===== src/rtl/run_control.sv =====
// Run/stop controller for the MiniSRC datapath.
// Sequences the datapath clear, free run and instruction stepping, and stops
// on a stop request, a PC breakpoint, a cycle limit or the end of a step.
// It also counts run cycles and fetched instructions and records why it halted.
module run_control #(
    parameter int ADDR_W     = 32,
    parameter int NUM_BP     = 4,
    parameter int CNT_W      = 32,
    parameter int STEP_W     = 8,
    parameter int CLR_CYCLES = 2
) (
    input  logic              clk,
    input  logic              reset,
    input  logic              start,
    input  logic              stop,
    input  logic              step_req,
    input  logic [STEP_W-1:0] step_count,
    input  logic              soft_clr,
    input  logic [CNT_W-1:0]  max_cycles,
    input  logic              instr_fetch,
    input  logic [ADDR_W-1:0] pc_data,
    input  logic              bp_wr_en,
    input  logic [3:0]        bp_wr_idx,
    input  logic [ADDR_W-1:0] bp_wr_addr,
    input  logic              bp_wr_valid,
    output logic              run,
    output logic              clr,
    output logic              halted,
    output logic [2:0]        halt_cause,
    output logic [3:0]        bp_hit_idx,
    output logic [CNT_W-1:0]  cycle_count,
    output logic [CNT_W-1:0]  instr_count
);

    typedef enum logic [2:0] {
        S_CLR,
        S_IDLE,
        S_RUN,
        S_STEP,
        S_HALTED
    } state_e;

    localparam logic [2:0] CAUSE_NONE  = 3'd0;
    localparam logic [2:0] CAUSE_STOP  = 3'd1;
    localparam logic [2:0] CAUSE_BP    = 3'd2;
    localparam logic [2:0] CAUSE_LIMIT = 3'd3;
    localparam logic [2:0] CAUSE_STEP  = 3'd4;

    localparam int              CLR_W    = $clog2(CLR_CYCLES + 1);
    localparam logic [CLR_W-1:0] CLR_LOAD = CLR_W'(CLR_CYCLES - 1);

    state_e              state_q, state_d;
    logic [CLR_W-1:0]    clr_cnt_q, clr_cnt_d;
    logic [STEP_W-1:0]   remaining_q, remaining_d;
    logic                skip_q, skip_d;
    logic [CNT_W-1:0]    cycle_q, cycle_d;
    logic [CNT_W-1:0]    instr_q, instr_d;
    logic [2:0]          cause_q, cause_d;
    logic [3:0]          bp_idx_q, bp_idx_d;
    logic                run_q, run_d;
    logic                clr_q, clr_d;
    logic                halted_q, halted_d;

    logic [ADDR_W-1:0]   bp_addr_q [NUM_BP];
    logic [NUM_BP-1:0]   bp_valid_q;

    logic                bp_match;
    logic [3:0]          bp_match_idx;
    logic                limit_hit;
    logic                halt_now;

    // Breakpoint enable bits: reset to invalid, rewritten by the write port.
    always_ff @(posedge clk or negedge reset) begin
        if (!reset) begin
            bp_valid_q <= '0;
        end else if (bp_wr_en) begin
            // NOTE: sequential state uses non-blocking assignments so every flop
            // samples pre-edge values regardless of statement order.
            for (int i = 0; i < NUM_BP; i++) begin
                if (bp_wr_idx == 4'(i)) bp_valid_q[i] <= bp_wr_valid;
            end
        end
    end

    // Breakpoint addresses; indices beyond NUM_BP never match a slot.
    // NOTE: the address array has no reset because its valid bit gates every use.
    always_ff @(posedge clk) begin
        if (bp_wr_en) begin
            for (int i = 0; i < NUM_BP; i++) begin
                if (bp_wr_idx == 4'(i)) bp_addr_q[i] <= bp_wr_addr;
            end
        end
    end

    // Compare the PC against all valid breakpoints, keeping the lowest index.
    always_comb begin
        // NOTE: every combinational output gets a default first so no path
        // leaves it unassigned, which would otherwise infer a latch.
        bp_match     = 1'b0;
        bp_match_idx = '0;
        for (int i = NUM_BP - 1; i >= 0; i--) begin
            if (bp_valid_q[i] && (bp_addr_q[i] == pc_data)) begin
                bp_match     = 1'b1;
                bp_match_idx = 4'(i);
            end
        end
    end

    assign limit_hit = (max_cycles != '0) && (cycle_q == (max_cycles - CNT_W'(1)));

    // Next-state, counter and halt-cause logic.
    always_comb begin
        state_d     = state_q;
        clr_cnt_d   = clr_cnt_q;
        remaining_d = remaining_q;
        skip_d      = skip_q;
        cycle_d     = cycle_q;
        instr_d     = instr_q;
        cause_d     = cause_q;
        bp_idx_d    = bp_idx_q;
        halt_now    = 1'b0;

        if (soft_clr) begin
            state_d   = S_CLR;
            clr_cnt_d = CLR_LOAD;
            cycle_d   = '0;
            instr_d   = '0;
            cause_d   = CAUSE_NONE;
            skip_d    = 1'b0;
        end else begin
            unique case (state_q)
                S_CLR: begin
                    cycle_d = '0;
                    instr_d = '0;
                    cause_d = CAUSE_NONE;
                    if (clr_cnt_q == '0) state_d = S_IDLE;
                    else                 clr_cnt_d = clr_cnt_q - CLR_W'(1);
                end
                S_IDLE, S_HALTED: begin
                    if (!stop && start) begin
                        state_d = S_RUN;
                        cause_d = CAUSE_NONE;
                        skip_d  = (state_q == S_HALTED);
                    end else if (!stop && step_req) begin
                        state_d     = S_STEP;
                        cause_d     = CAUSE_NONE;
                        skip_d      = (state_q == S_HALTED);
                        remaining_d = (step_count == '0) ? STEP_W'(1) : step_count;
                    end
                end
                S_RUN, S_STEP: begin
                    if (!(&cycle_q))                instr_d = instr_q;
                    if (!(&cycle_q))                cycle_d = cycle_q + CNT_W'(1);
                    if (instr_fetch && !(&instr_q)) instr_d = instr_q + CNT_W'(1);
                    if (instr_fetch)                skip_d  = 1'b0;

                    if (stop) begin
                        halt_now = 1'b1;
                        cause_d  = CAUSE_STOP;
                    end else if (instr_fetch && bp_match && !skip_q) begin
                        halt_now = 1'b1;
                        cause_d  = CAUSE_BP;
                        bp_idx_d = bp_match_idx;
                    end else if (limit_hit) begin
                        halt_now = 1'b1;
                        cause_d  = CAUSE_LIMIT;
                    end else if ((state_q == S_STEP) && instr_fetch) begin
                        if (remaining_q == STEP_W'(1)) begin
                            halt_now = 1'b1;
                            cause_d  = CAUSE_STEP;
                        end else begin
                            remaining_d = remaining_q - STEP_W'(1);
                        end
                    end

                    if (halt_now) state_d = S_HALTED;
                end
                default: begin
                    state_d   = S_CLR;
                    clr_cnt_d = CLR_LOAD;
                end
            endcase
        end

        run_d    = (state_d == S_RUN) || (state_d == S_STEP);
        clr_d    = (state_d == S_CLR);
        halted_d = (state_d == S_HALTED);
    end

    // State, counters and registered outputs; reset enters the clear sequence.
    always_ff @(posedge clk or negedge reset) begin
        if (!reset) begin
            state_q     <= S_CLR;
            clr_cnt_q   <= CLR_LOAD;
            remaining_q <= '0;
            skip_q      <= 1'b0;
            cycle_q     <= '0;
            instr_q     <= '0;
            cause_q     <= CAUSE_NONE;
            bp_idx_q    <= '0;
            run_q       <= 1'b0;
            clr_q       <= 1'b1;
            halted_q    <= 1'b0;
        end else begin
            state_q     <= state_d;
            clr_cnt_q   <= clr_cnt_d;
            remaining_q <= remaining_d;
            skip_q      <= skip_d;
            cycle_q     <= cycle_d;
            instr_q     <= instr_d;
            cause_q     <= cause_d;
            bp_idx_q    <= bp_idx_d;
            run_q       <= run_d;
            clr_q       <= clr_d;
            halted_q    <= halted_d;
        end
    end

    assign run         = run_q;
    assign clr         = clr_q;
    assign halted      = halted_q;
    assign halt_cause  = cause_q;
    assign bp_hit_idx  = bp_idx_q;
    assign cycle_count = cycle_q;
    assign instr_count = instr_q;

endmodule

===== config.mk =====
export PLATFORM = sky130hd
export DESIGN_NAME = run_control
export DESIGN_NICKNAME = d
export VERILOG_FILES = /design/src/rtl/run_control.sv
export SDC_FILE = /design/constraint.sdc
export NUM_CORES = 1
export LEC_CHECK = 0
export CAP_MARGIN = 20
export CORE_MARGIN = 4
export CORE_UTILIZATION = 49
export DETAILED_ROUTE_END_ITERATION = 12
export PLACE_DENSITY = 0.89
export SYNTH_ARGS = -nofsm -noshare
export SYNTH_HDL_FRONTEND = slang
export SYNTH_SLANG_ARGS = --single-unit

===== constraint.sdc =====
create_clock -name clk -period 2.5 [get_ports clk]
set_clock_uncertainty 0.1 [all_clocks]
set_input_delay 0.25 -clock clk [delete_from_list [all_inputs] [get_ports clk]]
set_output_delay 0.25 -clock clk [all_outputs]
set_load 0.005 [all_outputs]

==> flow_metrics.env, run 1 <==
export IMPL_hp_class="in2async"
export IMPL_finalMaxSlewViolations=0
export IMPL_grt_start_max_net_pins=59
export IMPL_max_freq_mhz=349.6
export IMPL_vdd_ir_drop_max_mv=0.6545
export IMPL_max_slew_margin_pct=54.91
export IMPL_vias=11730
export IMPL_synthMuxAreaShare_pct=0.8152
export IMPL_nets=1693
export IMPL_reg2reg_to="remaining_q[4]$_DFFE_PN0P_"
export IMPL_place_congestion=0.9763
export IMPL_p_per_area_nw_per_um2=545.3
export IMPL_grt_antenna_before_repair=0
export IMPL_top_layer="met4"
export IMPL_clock_sinks=218
export IMPL_critPathLaunchType="flop"
export IMPL_synth_compound_area_share_pct=8.696
export IMPL_met1Wirelength_mm=16.00
export IMPL_end_kind="flop"
export IMPL_final_common_cell="buf_4"
export IMPL_violations="negative setup slack"
export IMPL_final_cell_mix="buf_4, clkdlybuf4s50_1, edfxtp_1, xor2_1, nor2_1"
export IMPL_ys_ff_latch=218
export IMPL_synth_xor_area_share_pct=14.49
export IMPL_io_pins=191
export IMPL_cts_tree="yes"
export IMPL_path_class="reg2reg"
export IMPL_initialDrtViolationCount=1287
export IMPL_avgRoutedWirePerCell_um=23.38
export IMPL_p_total_mw=9.738
export IMPL_first_global_vias=11800
export IMPL_drive_above_1_share_pct=30.35
export IMPL_vias_per_cell=6.153
export IMPL_ys_flop_type="edfxtp_1"
export IMPL_die_area_um2=27000
export IMPL_port_buffers=188
export IMPL_ys_seq_area_share_pct=50.94
export IMPL_route_met2_wl_mm=21.70
export IMPL_fin_crit_ps=2861
export IMPL_clockBufferDepth=3
export IMPL_ff2ff_setup_slack_ps=-360
export IMPL_period_share_pct=114.4
export IMPL_drc=0
export IMPL_avgSynthCellArea_um2=10.75
export IMPL_synth_top_family_by_area="simple AND/OR/NAND/NOR gates"
export IMPL_reg2reg_depth=10
export IMPL_ys_types=88
export IMPL_synthSimpleGateAreaFrac_pct=22.02
export IMPL_grt_usage_pct=30.38
export IMPL_synthArstFlopShare_pct=41.28
export IMPL_maxCapViolCount=0
export IMPL_cts_buffers=24
export IMPL_synth_fa_ha_area_share_pct=0.6271
export IMPL_synth_edf_count=128
export IMPL_yosysWarnings=0
export IMPL_worst_pin_slew_ps=676.3
export IMPL_r2r_start="bp_addr_q[2][12]$_DFFE_PP_"
export IMPL_status="finished with violations"
export IMPL_dr_pass1_iters=6
export IMPL_dp_hpwl_mm=30.04
export IMPL_ant_nets=0
export IMPL_initial_core_util_pct=50.40
export IMPL_die_h_um=164.3
export IMPL_syn_to_final_growth_pct=49.16
export IMPL_detail_route_wirelength_mm=44.59
export IMPL_clock_latency_ps=550
export IMPL_cp_arrival_ps=3160
export IMPL_clk_pin_slew_ps=80
export IMPL_root_buffer="clkbuf_16"
export IMPL_setup_slack_ps=-360.5
export IMPL_finalHoldViolCount=0
export IMPL_core_um2=23750
export IMPL_p_leak_nw=6.864
export IMPL_die_width_um=164.3
export IMPL_synth_cells=1114
export IMPL_grt_setup_unrepaired="true"
export IMPL_grt_pass1_wl_mm=63.91
export IMPL_antennaDiodeCount=0
export IMPL_overflow=0
export IMPL_crit_required_ps=2800
export IMPL_htreeDepth=1
export IMPL_setup_viol=39
export IMPL_rows=56
export IMPL_post_synth_instance_area_um2=11970
export IMPL_finalSetupTns_ps=-6846
export IMPL_met3WireLength_mm=4.181
export IMPL_cp_max_fo=13
==> routing by layer <==
layer / track usage [%] / up-vias
met5: 0 / -
met4: 14.37 / 0
met3: 4.768 / 217
met2: 52.30 / 819
met1: 37.46 / 5630
li1: - / 5067
==> state kept, by name, indices dropped and copies added (netlist names) <==
signal / count
cycle_count: 32
run: 1
halted: 1
clr_cnt_q: 2
bp_valid_q: 4
bp_hit_idx: 2
skip_q: 1
clr: 1
bp_addr_q: 128
instr_count: 32
halt_cause: 3
state_q: 3
remaining_q: 8
==> per-stage QoR <==
step / area [µm²] / hold slack (ps) / utilization (%) / std cells / setup WS (ps)
floorplan: 12030 / -145.6 / - / 1115 / -219.3
CTS: 17570 / 232.9 / 73.98 / 1894 / -231.8
global route: 17860 / 262.1 / 75.18 / 1907 / -417.3
finish: 17860 / 218.7 / 75.18 / 1907 / -360.5
detailed placement: 16010 / 217.3 / 67.40 / 1832 / -1160
global placement: 16010 / 214.4 / 67.40 / 1832 / -1048
==> synthesized netlist by cell type, drive strengths merged, types with 6 or more instances <==
cell type	n	area [µm²]
mux2	6	67.56
or2	7	43.79
nor4	56	362.8
xnor2	74	648.1
nand3	47	235.2
o21ai	39	198.9
nor2	100	377.9
nand2	55	206.5
and3	22	138.9
nand2b	13	81.33
buf	8	50.04
nor2b	7	43.79
xor2	124	1086
and2	6	37.54
inv	26	97.59
a21oi	35	175.2
and4	11	97.59
ha	6	75.07
nand4b	7	61.31
clkbuf	23	96.34
or3	31	209.0
nor3	37	201.5
nand4	41	256.5
nor4b	6	67.56
a31oi	7	58.81
dfrtp	88	2202
nand3b	6	45.04
edfxtp	128	3844
o22ai	15	93.84
==> report_power, final <==
| part | leakage, nW | internal, mW | switching [mW] |
|---|---|---|---|
| Sequential | 2.38 | 3.97 | 0.110 |
| Combinational | 4.06 | 0.797 | 1.01 |
| Clock | 0.417 | 2.27 | 1.57 |
==> cells by family after synthesis <==
group,after synthesis
and+or+nand+nor,471
buffers and inverters,59
AOI/OAI and AO/OA,152
adders and majority gates,6
other,1
muxes,9
xor gates and xnor gates,198
DFF,218
==> worst max path at each step <==
stage / from / end / slack (ps) / cells after the start
floorplan: max_cycles[10] / remaining_q[2]$_DFFE_PN0P_ / -220 / 10
global placement: max_cycles[17] / remaining_q[4]$_DFFE_PN0P_ / -1050 / 10
detailed placement: max_cycles[10] / remaining_q[4]$_DFFE_PN0P_ / -1160 / 10
CTS: cycle_count[16]$_DFFE_PN0P_ / remaining_q[6]$_DFFE_PN0P_ / -230 / 9
global route: max_cycles[6] / remaining_q[6]$_DFFE_PN0P_ / -420 / 11
finish: bp_addr_q[2][12]$_DFFE_PP_ / remaining_q[4]$_DFFE_PN0P_ / -360 / 10
==> area by class of cell <==
class	count	area, µm²
multi-input cells	838	6417
flip-flops and latches	218	6102
fillers	1367	5896
repair buffers	462	3995
clock buffers	26	639.4
well taps	319	399.1
clock inverters	18	206.4
inverters	26	97.59
==> critical path: stages, from the launching register on <==
cell and delay [ps]:
edfxtp_1 420, xor2_1 350, nor4b_2 120, nand4_1 220, nor4_2 80, buf_4 150, o41ai_4 450, nand3_4 140
nor2_4 370, and3_2 260, o21ai_1 50
==> timing repair <==
| action | 4_1_cts | 5_1_grt |
|---|---|---|
| buffers inserted | 17 | 14 |
| pin swaps | 54 | 30 |
| endpoints found under the setup margin | 51 | 51 |
| endpoints found under the hold margin | 43 | 0 |
| resized for setup | 167 | 43 |
| hold buffers | 1 | 0 |
| gates cloned | 0 | 0 |
Power figures use the tool's default switching activity.
==> run 2, diff against run 1 <==
Settings changed: CELL_PAD_IN_SITES_DETAIL_PLACEMENT set to 0, CELL_PAD_IN_SITES_GLOBAL_PLACEMENT set to 1, CORE_UTILIZATION 49 to 39, PLACE_DENSITY 0.89 to 0.9.
==> run 2 against run 1 <==
Against the previous run:
- the flow still finishes with violations (negative setup slack)
- clock power down 10%
- sequential power hardly changed
- final area hardly changed
- non-clock buffer count is the same
- sequential share of layout area about the same
- hold slack gained 24 ps
- critical endpoint is now remaining_q[6]$_DFFE_PN0P_
- highest routed layer unchanged
==> flow_metrics.env, run 2 (synthesized netlist as in run 1, its figures left out) <==
export IMPL_critPathTopFamily="simple AND/OR/NAND/NOR gates"
export IMPL_hold_ws_ps=242.4
export IMPL_clock_sinks=218
export IMPL_drive_above_1_share_pct=30.10
export IMPL_max_stage_delay_ps=550
export IMPL_grt_usage_pct=22.80
export IMPL_p_per_area_nw_per_um2=521.0
export IMPL_p_total_mw=9.303
export IMPL_max_freq_mhz=357.9
export IMPL_worst_pin_slew_ps=730.6
export IMPL_vias_per_cell=5.507
export IMPL_final_util_pct=59.61
export IMPL_end_kind="flop"
export IMPL_post_place_ws_ps=-1109
export IMPL_place_congestion=0.9343
export IMPL_largest_register="bp_addr_q"
export IMPL_first_global_vias=11010
export IMPL_finalSetupTns_ps=-2891
export IMPL_vdd_ir_drop_max_mv=0.6434
export IMPL_p_sw_mw=2.470
export IMPL_final_area_um2=17860
export IMPL_grt_start_max_net_pins=59
export IMPL_avgRoutedWirePerCell_um=20.34
export IMPL_crit_buf_inv=2
export IMPL_htreeDepth=1
export IMPL_crit_slowest_cell="or4_4"
export IMPL_rows=63
export IMPL_setup_viol=19
export IMPL_path_common_cell="nor4_4"
export IMPL_initial_core_util_pct=39.97
export IMPL_nets=1694
export IMPL_maxCapViolCount=0
export IMPL_port_buffers=188
export IMPL_p_leak_nw=6.816
export IMPL_detail_route_wirelength_mm=40.23
export IMPL_core_um2=29950
export IMPL_multi_input_area_um2=6407
export IMPL_fin_cells=1978
export IMPL_grt_pass1_wl_mm=60.55
export IMPL_post_dp_cell_area_um2=16250
export IMPL_clockBufferDepth=3
export IMPL_setup_slack_ps=-294.1
export IMPL_dr_pass1_iters=5
export IMPL_dp_hpwl_mm=30.47
export IMPL_nFillCells=2443
export IMPL_regArea_um2=6105
export IMPL_p_clk_share_pct=37.0
export IMPL_grt_setup_unrepaired="true"
export IMPL_p_comb_share_pct=19.2
export IMPL_path_class="in2reg"
export IMPL_hp_class="in2async"
export IMPL_status="finished with violations"
export IMPL_cts_buffers=24
export IMPL_path_cells="clkdlybuf4s15_1, or3_4, or4_4, nor4_4, o22ai_2, nor4_4, o2111a_2, buf_6, nor3_4, a311o_1"
export IMPL_vias=10890
export IMPL_crit_required_ps=2790
export IMPL_max_slew_margin_pct=51.29
export IMPL_cts_tree="yes"
export IMPL_critPathLaunchType="primary input"
export IMPL_die_width_um=183.2
export IMPL_syn_to_final_growth_pct=49.15
export IMPL_sequentialPowerShare_pct=43.9
export IMPL_initialDrtViolationCount=807
export IMPL_die_area_um2=33560
export IMPL_final_cell_mix="buf_4, clkdlybuf4s50_1, edfxtp_1, xor2_1, nor2_1"
export IMPL_root_buffer="clkbuf_16"
export IMPL_finalHoldViolCount=0
export IMPL_fin_crit_ps=2794
export IMPL_p_int_mw=6.833
export IMPL_period_share_pct=111.8
export IMPL_clk_pin_slew_ps=60
export IMPL_drc=0
export IMPL_antennaDiodeCount=0
export IMPL_io_pins=191
export IMPL_die_h_um=183.2
export IMPL_p_sw_share_pct=26.55
export IMPL_overflow=0
export IMPL_cp_arrival_ps=3080
export IMPL_ant_nets=0
export IMPL_grt_antenna_before_repair=0
export IMPL_clock_latency_ps=510
export IMPL_finalMaxSlewViolations=0
export IMPL_violations="negative setup slack"
export IMPL_largest_reg_flops=128
export IMPL_cp_max_fo=3
export IMPL_final_common_cell="buf_4"
export IMPL_dp_cells=1921
run 2: cell count changes in the layout (fill, tap and decap cells not counted), sizes merged:
cell,previous run,this run
clkdlybuf4s15,3,6
clkinvlp,1,0
nor2,100,101
bufinv,4,2
inv,27,26
dlymetal6s2s,0,1
dlygate4sd2,13,11
buf,282,280
clkbuf,26,31
clkinv,12,10
run 2: final timing paths:
path,endpoint,slack [ps],from,cells after the start
setup / recovery,remaining_q[6]$_DFFE_PN0P_,-290,max_cycles[19],10
hold / removal,instr_count[22]$_DFFE_PN0P_,240,reset,2
setup reg to reg,remaining_q[6]$_DFFE_PN0P_,-210,cycle_count[2]$_DFFE_PN0P_,10
hold reg to reg,bp_valid_q[2]$_DFFE_PN0P_,440,bp_valid_q[2]$_DFFE_PN0P_,1
max in group asynchronous,cycle_count[27]$_DFFE_PN0P_,1370,reset,3
min in group clk,remaining_q[7]$_DFFE_PN0P_,260,step_count[7],3
run 2: repair_timing:
item                       4_1_cts  5_1_grt
buffers inserted                10        5
hold endpoints to repair        49        0
resized for setup              127       67
gates cloned                     1        0
setup endpoints to repair       29       53
hold buffers                     1        0
pin swaps                       61       22
run 2: worst reg2reg max path, stage by stage, from the launching register on:
cell,delay [ps]
dfrtp_1,410
buf_4,150
nor2b_1,120
or3_1,350
a32oi_2,270
o2111ai_2,180
nor4_4,190
o2111a_2,370
buf_6,150
nor3_4,40
a311o_1,270
run 2: power by group through the flow:
stage / clock network (mW) / logic [mW] / registers, mW
after floorplan: 0 / 0.809 / 4.13
after global placement: 0 / 1.61 / 4.14
after detailed placement: 0 / 1.64 / 4.15
after CTS: 3.49 / 1.71 / 4.08
after global routing: 3.66 / 1.92 / 4.10
final: 3.44 / 1.78 / 4.08
run 2: layout make-up:
class                   instances  share of cell area [%]
clock buffers                  31                   3.686
clock inverters                12                  0.6166
inverters                      26                  0.5466
multi-input cells             839                   35.88
flip-flops and latches        218                   34.19
well taps                     390                   2.733
repair buffers                462                   22.35
run 2: layer usage:
metal	share of wire [%]	wire length (µm)	global-route usage (%)
met1	41	16630	29.74
met2	49	19520	38.84
met3	6.7	2701	3.749
met4	3.4	1378	7.569
met5	0	0	0
==> run 3, diff against run 2 <==
Settings changed: MAX_ROUTING_LAYER set to met4.
==> run 3 against run 2 <==
Against the previous run:
- the run still ends with negative setup slack left
- via count increased by 2.2%
- hold slack got worse by 120 ps
- fmax increased by 3.2%
- sequential share of layout area decreased by 0.66 points
- clock power increased by 1%
- flip-flop and latch count unchanged
- routed wire length increased by 1.6%
==> flow_metrics.env, run 3 (synthesized netlist as in run 1, its figures left out) <==
export IMPL_status="finished with violations"
export IMPL_violations="negative setup slack"
export IMPL_hold_ws_ps=123.7
export IMPL_path_class="reg2reg"
export IMPL_vias_per_cell=5.526
export IMPL_final_common_cell="buf_4"
export IMPL_max_freq_mhz=369.2
export IMPL_syn_to_final_growth_pct=52.07
export IMPL_period_share_pct=108.3
export IMPL_clockBufferDepth=3
export IMPL_avgRoutedWirePerCell_um=20.29
export IMPL_finalHoldViolCount=0
export IMPL_core_um2=29950
export IMPL_grt_start_max_net_pins=59
export IMPL_crit_required_ps=2880
export IMPL_clk_pin_slew_ps=60
export IMPL_final_area_um2=18210
export IMPL_die_width_um=183.2
export IMPL_initialDrtViolationCount=886
export IMPL_grt_antenna_before_repair=0
export IMPL_drive_above_1_share_pct=32.08
export IMPL_p_per_area_nw_per_um2=518.0
export IMPL_antennaDiodeCount=0
export IMPL_dr_pass1_iters=5
export IMPL_cts_buffers=24
export IMPL_finalMaxSlewViolations=0
export IMPL_vias=11130
export IMPL_p_leak_nw=7.028
export IMPL_drc=0
export IMPL_dp_hpwl_mm=30.98
export IMPL_max_slew_margin_pct=57.38
export IMPL_die_area_um2=33560
export IMPL_grt_pass1_wl_mm=61.60
export IMPL_critPathLaunchType="flop"
export IMPL_largest_reg_flops=128
export IMPL_cp_arrival_ps=3090
export IMPL_hp_class="in2async"
export IMPL_maxCapViolCount=0
export IMPL_fin_cells=2014
export IMPL_p_total_mw=9.430
export IMPL_die_h_um=183.2
export IMPL_cp_max_fo=6
export IMPL_detail_route_wirelength_mm=40.87
export IMPL_post_dp_cell_area_um2=16260
export IMPL_dp_cells=1924
export IMPL_worst_pin_slew_ps=639.4
export IMPL_final_cell_mix="buf_4, clkdlybuf4s50_1, edfxtp_1, xor2_1, nor2_1"
export IMPL_rows=63
export IMPL_initial_core_util_pct=39.97
export IMPL_post_place_ws_ps=-1158
export IMPL_root_buffer="clkbuf_16"
export IMPL_nets=1731
export IMPL_clock_latency_ps=550
export IMPL_first_global_vias=11240
export IMPL_cts_tree="yes"
export IMPL_end_kind="flop"
export IMPL_fin_crit_ps=2708
export IMPL_htreeDepth=1
export IMPL_ant_nets=0
export IMPL_nFillCells=2428
export IMPL_vdd_ir_drop_max_mv=0.6259
export IMPL_io_pins=191
export IMPL_overflow=0
export IMPL_finalSetupTns_ps=-2656
export IMPL_place_congestion=0.9592
export IMPL_port_buffers=188
export IMPL_clock_sinks=218
export IMPL_setup_viol=24
export IMPL_grt_usage_pct=23.87
export IMPL_setup_slack_ps=-208.3
export IMPL_largest_register="bp_addr_q"
export IMPL_grt_setup_unrepaired="true"
export IMPL_final_util_pct=60.78
[run 3: repair_timing]
action,in CTS,in global routing
resized for setup,119,95
setup buffers,30,17
hold buffers,1,0
hold endpoints to repair,56,0
pin swaps,45,48
gates cloned,1,0
endpoints found under the setup margin,35,55
[run 3: layer usage]
layer	vias to the layer above	track usage [%]	part of all wire, %
li1	5139	-	-
met1	5435	29.77	41
met2	456	39.39	48
met3	99	4.621	7.4
met4	0	7.658	3.5
met5	-	-	0
[run 3: path summary, 6_finish.rpt]
check                                                start  cells past startpoint                          end  slack, ps
worst max-delay path            cycle_count[2]$_DFFE_PN0P_                     11   remaining_q[2]$_DFFE_PN0P_       -210
worst min-delay path                                 reset                      2  instr_count[22]$_DFFE_PN0P_        120
worst max register to register  cycle_count[2]$_DFFE_PN0P_                     11   remaining_q[2]$_DFFE_PN0P_       -210
worst min register to register          skip_q$_DFFE_PN0P_                      2           skip_q$_DFFE_PN0P_        440
max in group asynchronous                            reset                      3  cycle_count[16]$_DFFE_PN0P_       1450
min in group clk                            bp_wr_addr[23]                      1   bp_addr_q[2][23]$_DFFE_PP_        230
[run 3: power breakdown]
group / internal (mW) / switching [mW] / total, mW
clock network: 2.04 / 1.45 / 3.49
logic: 0.848 / 1.01 / 1.85
registers: 3.97 / 0.114 / 4.09
[run 3: final cells by class]
| cell class | count | area (µm²) | share of cell area (%) |
|---|---|---|---|
| Clock inverter | 10 | 123.9 | 0.6804 |
| Tap cell | 390 | 488.0 | 2.680 |
| Multi-Input combinational cell | 839 | 6482 | 35.61 |
| Timing Repair Buffer | 499 | 4258 | 23.39 |
| Inverter | 26 | 97.59 | 0.5361 |
| Clock buffer | 32 | 650.6 | 3.574 |
| Sequential cell | 218 | 6105 | 33.53 |
[run 3: critical path, stage by stage (launching register included)]
cell and delay [ps]:
dfrtp_1 420, buf_4 150, nor2b_1 150, o21ai_0 210
a32oi_2 350, o2111ai_2 210, nor4_4 200, o2111a_2 370
nor2_4 100, buf_4 140, a41o_2 200, nor2_1 70
